## src/rtl/pipe_hazard_unit.sv

```systemverilog
// Pipeline hazard controller for the five-stage core.
// Compares ID source operands against EX/MEM/WB destinations and drives the
// per-stage pipeline register controls, PC hold, ID bypass selects, a
// multi-cycle EX hold FSM and a saturating stall-cycle counter.
module pipe_hazard_unit #(
    parameter int unsigned REG_AW = 5,
    parameter int unsigned FWD_EN = 1,
    parameter int unsigned MC_LAT = 4,
    parameter int unsigned CNT_W  = 16
) (
    input  logic              clk_i,
    input  logic              rst_i,
    input  logic [31:0]       ID_irom_i,
    input  logic              rs1_use_i,
    input  logic              rs2_use_i,
    input  logic [REG_AW-1:0] EX_wR_i,
    input  logic [REG_AW-1:0] MEM_wR_i,
    input  logic [REG_AW-1:0] WB_wR_i,
    input  logic              EX_rf_we_i,
    input  logic              MEM_rf_we_i,
    input  logic              WB_rf_we_i,
    input  logic              EX_is_load_i,
    input  logic              back_i,
    input  logic              mc_start_i,
    input  logic              perf_clr_i,
    output logic [1:0]        IF_ID_data_ctrl_o,
    output logic [1:0]        ID_EX_data_ctrl_o,
    output logic [1:0]        EX_MEM_data_ctrl_o,
    output logic [1:0]        MEM_WB_data_ctrl_o,
    output logic              keep_o,
    output logic [1:0]        fwd_a_o,
    output logic [1:0]        fwd_b_o,
    output logic              mc_busy_o,
    output logic [CNT_W-1:0]  stall_cnt_o
);

    localparam logic [1:0] NORMAL = 2'b00;
    localparam logic [1:0] STOP   = 2'b01;
    localparam logic [1:0] FLUSH  = 2'b10;

    localparam logic       MC_ON   = (MC_LAT > 1);
    localparam logic [3:0] MC_LOAD = 4'(MC_LAT - 1);

    typedef enum logic {IDLE, BUSY} state_t;

    state_t            state;
    logic [3:0]        cnt;
    logic [REG_AW-1:0] rs1;
    logic [REG_AW-1:0] rs2;
    logic              m1_ex, m1_mem, m1_wb;
    logic              m2_ex, m2_mem, m2_wb;
    logic              mc_stall;
    logic              irom_unused;

    // Only the operand fields are decoded; fold the rest so every bit is read.
    assign irom_unused = ^ID_irom_i;

    function automatic logic hit(input logic use_op, input logic we,
                                 input logic [REG_AW-1:0] wr,
                                 input logic [REG_AW-1:0] rs);
        return use_op && we && (wr != '0) && (wr == rs);
    endfunction

    // Operand decode and per-stage match detection
    always_comb begin
        rs1    = ID_irom_i[15 +: REG_AW];
        rs2    = ID_irom_i[20 +: REG_AW];
        m1_ex  = hit(rs1_use_i, EX_rf_we_i,  EX_wR_i,  rs1);
        m1_mem = hit(rs1_use_i, MEM_rf_we_i, MEM_wR_i, rs1);
        m1_wb  = hit(rs1_use_i, WB_rf_we_i,  WB_wR_i,  rs1);
        m2_ex  = hit(rs2_use_i, EX_rf_we_i,  EX_wR_i,  rs2);
        m2_mem = hit(rs2_use_i, MEM_rf_we_i, MEM_wR_i, rs2);
        m2_wb  = hit(rs2_use_i, WB_rf_we_i,  WB_wR_i,  rs2);
        mc_stall = ((state == IDLE) && mc_start_i && MC_ON) ||
                   ((state == BUSY) && (cnt > 4'd1));
    end

    // Prioritised pipeline control and bypass select generation
    always_comb begin
        IF_ID_data_ctrl_o  = NORMAL;
        ID_EX_data_ctrl_o  = NORMAL;
        EX_MEM_data_ctrl_o = NORMAL;
        MEM_WB_data_ctrl_o = NORMAL;
        keep_o             = 1'b0;
        fwd_a_o            = 2'b00;
        fwd_b_o            = 2'b00;
        if (!rst_i) begin
            if (back_i) begin
                IF_ID_data_ctrl_o = FLUSH;
                ID_EX_data_ctrl_o = FLUSH;
            end else if (mc_stall) begin
                IF_ID_data_ctrl_o  = STOP;
                ID_EX_data_ctrl_o  = STOP;
                EX_MEM_data_ctrl_o = FLUSH;
                keep_o             = 1'b1;
            end else if (FWD_EN != 0) begin
                if (EX_is_load_i && (m1_ex || m2_ex)) begin
                    IF_ID_data_ctrl_o = STOP;
                    ID_EX_data_ctrl_o = FLUSH;
                    keep_o            = 1'b1;
                end
            end else if (m1_wb || m2_wb) begin
                IF_ID_data_ctrl_o  = STOP;
                ID_EX_data_ctrl_o  = STOP;
                EX_MEM_data_ctrl_o = STOP;
                MEM_WB_data_ctrl_o = FLUSH;
                keep_o             = 1'b1;
            end else if (m1_mem || m2_mem) begin
                IF_ID_data_ctrl_o  = STOP;
                ID_EX_data_ctrl_o  = STOP;
                EX_MEM_data_ctrl_o = FLUSH;
                keep_o             = 1'b1;
            end else if (m1_ex || m2_ex) begin
                IF_ID_data_ctrl_o = STOP;
                ID_EX_data_ctrl_o = FLUSH;
                keep_o            = 1'b1;
            end

            if (FWD_EN != 0) begin
                if (m1_ex)       fwd_a_o = 2'b01;
                else if (m1_mem) fwd_a_o = 2'b10;
                else if (m1_wb)  fwd_a_o = 2'b11;
                if (m2_ex)       fwd_b_o = 2'b01;
                else if (m2_mem) fwd_b_o = 2'b10;
                else if (m2_wb)  fwd_b_o = 2'b11;
            end
        end
    end

    // Multi-cycle EX hold FSM; a redirect aborts any op in flight
    always_ff @(posedge clk_i or posedge rst_i) begin
        if (rst_i) begin
            state     <= IDLE;
            cnt       <= '0;
            mc_busy_o <= 1'b0;
        end else if (back_i) begin
            state     <= IDLE;
            cnt       <= '0;
            mc_busy_o <= 1'b0;
        end else begin
            case (state)
                IDLE: begin
                    if (mc_start_i && MC_ON) begin
                        state     <= BUSY;
                        cnt       <= MC_LOAD;
                        mc_busy_o <= 1'b1;
                    end
                end
                BUSY: begin
                    cnt <= cnt - 4'd1;
                    if (cnt == 4'd1) begin
                        state     <= IDLE;
                        mc_busy_o <= 1'b0;
                    end
                end
                default: begin
                    state     <= IDLE;
                    cnt       <= '0;
                    mc_busy_o <= 1'b0;
                end
            endcase
        end
    end

    // Saturating stall-cycle counter; clear takes precedence over increment
    always_ff @(posedge clk_i or posedge rst_i) begin
        if (rst_i) begin
            stall_cnt_o <= '0;
        end else if (perf_clr_i) begin
            stall_cnt_o <= '0;
        end else if (keep_o && (stall_cnt_o != '1)) begin
            stall_cnt_o <= stall_cnt_o + 1'b1;
        end
    end

endmodule
```

## config.mk

```make
export PLATFORM = sky130hd
export DESIGN_NAME = pipe_hazard_unit
export DESIGN_NICKNAME = d
export VERILOG_FILES = /design/src/rtl/pipe_hazard_unit.sv
export SDC_FILE = /design/constraint.sdc
export NUM_CORES = 1
export LEC_CHECK = 0
export CORE_ASPECT_RATIO = 0.75
export CORE_UTILIZATION = 35
export DETAILED_ROUTE_END_ITERATION = 8
export MAX_ROUTING_LAYER = met4
export PLACE_DENSITY = 0.74
export SLEW_MARGIN = 20
export SYNTH_ARGS = -nofsm -noshare
export SYNTH_HDL_FRONTEND = slang
export SYNTH_SLANG_ARGS = --single-unit
```

## constraint.sdc

```tcl
create_clock -name clk_i -period 2.9 [get_ports clk_i]
set_clock_uncertainty 0.1 [all_clocks]
set_input_delay 0.725 -clock clk_i [delete_from_list [all_inputs] [get_ports clk_i]]
set_output_delay 0.725 -clock clk_i [all_outputs]
set_load 0.01 [all_outputs]
```

==> impl_metrics.csv <==
group,metric,value,unit
detailed_routing,drtPass1Iterations,6,
final_layout,drive_gt1_share,30.1,%
floorplan,die_w,83.9,µm
final_layout,multi_input_area,1180,µm²
pwr,clock_power_share,33.2,%
detailed_routing,ant_nets,0,
final_layout,mostFrequentLayoutCell,"buf_4",
clocking,clkTransAtPathRegs,70,ps
synth,syn_area,1760,µm²
floorplan,core_area,4650,µm²
sta,finalSetupViolCount,6,
sta,rsz0062_at_grt,"true",
floorplan,die_h,63.4,µm
pwr,power_density,313,nW/µm²
pwr,ir_drop,0.000207,V
setup_path,crit_required,2080,ps
clocking,cts_root_buffer,"clkbuf_8",
floorplan,start_util,37.9,%
synth,ys_seq_area_share,31.3,%
setup_path,cp-start-kind,"primary input",
pwr,total_power,0.862,mW
floorplan,die_area,5320,µm²
min_path,min-delay-path-class,"register to register",
place,numPortBuffers,62,
final_layout,final_nets,368,
detailed_routing,wirelength,5480,µm
sta,finalCriticalPeriod,3070,ps
synth,yosys-top-cells-area,"dfrtp_1 31%, xor2_1 12%, xnor2_1 5.5%, a21oi_1 4.3%, nor2_1 4.1%",
floorplan,std_cell_rows,21,
sta,final_max_slew_viol_count,0,
sta,fin_crit_sh,106,%
clocking,cts_sinks,22,
place,dp_hpwl,4290,µm
synth,syn_area_per_cell,8.38,µm²
synth,synth_edf_count,0,
pwr,seq_power_share,37.5,%
synth,ys_types,42,
clocking,numCtsBuffers,3,
place,dp_cells,355,
pwr,switching_share,26.5,%
run_status,violations,"DRC, setup timing",
floorplan,io_pins,88,
sta,max_freq,326,MHz
grt,grtUsageTotal,21.7,%
detailed_routing,drt-initial-drc-count,61,
final_layout,fin_cells,363,
detailed_routing,wl_per_cell,15.1,µm
pwr,p_sw,0.229,mW
place,routabilityCongestion,0.919,
grt,grt_pass1_wl,8990,µm
sta,fin_hold_ws,413,ps
synth,synth_area_leader_cell,"dfrtp_1",
run_status,outcome,"finished, violations left",
setup_path,crit_type,"primary input to output port",
pwr,power_frac_comb,29.3,%
grt,grt_start_max_net_pins,23,
final_layout,antenna_cells,0,
detailed_routing,via_per_inst,5.25,
clocking,cts_hold_buffers,0,
synth,syn_inst,210,
final_layout,seqCellArea,551,µm²
grt,antenna_found_initial,0,
sta,setup_slack,-166,ps
detailed_routing,vias,1906,
detailed_routing,drc,6,
pwr,leakage,1.21,nW
final_layout,mostFrequentLayoutCells,"36 x buf_4, 27 x clkdlybuf4s50_1, 25 x xor2_1",
clocking,clock_path_buffers,2,
synth,async_reset_ff_share,100,%
setup_path,worstPathArrival,2240,ps
synth,synth_warnings,0,
synth,ys.flop_type,"dfrtp_1",
final_layout,syn_to_final_growth,56.2,%
synth,synth-seq-cells,22,
setup_path,cp_max_fo,2,
final_layout,fillers,421,
grt,overflow,0,
synth,synth_top_area_share,31.3,%
sta,hold_violations,0,
flow_run,maxCapViolCount,0,
setup_path,crit_path_end_kind,"output port",
clocking,clock_latency,270,ps
pwr,p_int,0.633,mW
clocking,cts_tree,"yes",
grt,first_global_vias,1895,
clocking,htree_levels,1,
sta,relSlewSlack,56.2,%
place,dp_worst_setup_slack,-859,ps
sta,tightestPinTransition,656,ps
[path summary, 6_finish.rpt]
| check | to | depth (start not counted) | from | slack (ps) |
|---|---|---|---|---|
| setup / recovery | IF_ID_data_ctrl_o[0] | 7 | EX_wR_i[2] | -170 |
| hold / removal | cnt[3]$_DFFE_PP0P_ | 1 | cnt[3]$_DFFE_PP0P_ | 410 |
| setup reg to reg | stall_cnt_o[7]$_DFFE_PP0P_ | 8 | cnt[0]$_DFFE_PP0P_ | 200 |
| hold reg to reg | cnt[3]$_DFFE_PP0P_ | 1 | cnt[3]$_DFFE_PP0P_ | 410 |
| max in group asynchronous | stall_cnt_o[2]$_DFFE_PP0P_ | 4 | rst_i | 1570 |
| min in group asynchronous | stall_cnt_o[15]$_DFFE_PP0P_ | 4 | rst_i | 900 |
[synthesized netlist by cell type, types with 3 or more instances]
library cell / count
nor3b_1: 3
clkbuf_1: 5
xnor2_1: 11
buf_4: 5
a211oi_1: 5
a21oi_1: 15
nand4_1: 4
nor3_1: 5
nand3_1: 8
nor2_1: 19
dfrtp_1: 22
o21a_1: 3
nor4_1: 6
inv_1: 8
or4_1: 5
ha_1: 3
or3_1: 7
xor2_1: 25
and2_1: 6
o21ai_0: 11
and3_1: 3
nand2_1: 7
or2_2: 3
[stage by stage]
step | util [%] | instance area, µm² | TNS (ps)
final | 59.1 | 2750 | -446
after global routing | 59.1 | 2750 | -810
after floorplan | - | 1780 | -31.9
after detailed placement | 57.4 | 2670 | -10010
after global placement | 57.4 | 2670 | -9240
after CTS | 58.7 | 2730 | -337
[cell families after synthesis]
family / after synthesis / synth area share [%]
and+or+nand+nor: 86 / 27.6
AOI/OAI and AO/OA: 41 / 14.6
xor gates and xnor gates: 36 / 17.9
DFF: 22 / 31.3
buffers and inverters: 20 / 5.76
adders and majority gates: 3 / 2.13
other: 1 / 0.213
muxes: 1 / 0.569
[power groups by stage]
| stage | Sequential (mW) | Combinational, mW | Clock (mW) |
|---|---|---|---|
| after floorplan | 0.329 | 0.111 | 0 |
| after global placement | 0.330 | 0.243 | 0 |
| after detailed placement | 0.330 | 0.248 | 0 |
| after CTS | 0.323 | 0.247 | 0.292 |
| after global routing | 0.325 | 0.275 | 0.304 |
| final | 0.323 | 0.252 | 0.286 |
[state kept, by name, indices dropped and copies added, names as in the netlist]
name,cells
mc_busy_o,1
stall_cnt_o,16
state,1
cnt,4
[final cells by class]
| type | instances | area share, % |
|---|---|---|
| multi-input cells | 170 | 42.8 |
| inverters | 8 | 1.09 |
| flip-flops and latches | 22 | 20.0 |
| repair buffers | 102 | 30.9 |
| clock inverters | 1 | 1.09 |
| clock buffers | 3 | 1.50 |
| well taps | 57 | 2.59 |
[what timing repair did]
item                                   4_1_cts  5_1_grt
gates resized for setup                    118       18
endpoints found under the hold margin        0        0
setup endpoints to repair                   15       12
buffers inserted                             4        0
pin swaps                                   26       18
[per-layer routing]
metal  track usage (%)  vias to the layer above  wire length (µm)
met3              4.19                        2               305
met4              2.16                        0                23
met2              35.1                       48              2540
met5                 -                        -                 0
met1              29.3                      921              2610
li1                  -                      935                 -
[critical path: stages]
cell and delay, ps:
buf_6 90, or4_4 530, o211a_1 250, o21a_1 130
or2_4 240, and2_4 170, buf_6 110
(Power assumes the default switching activity.)
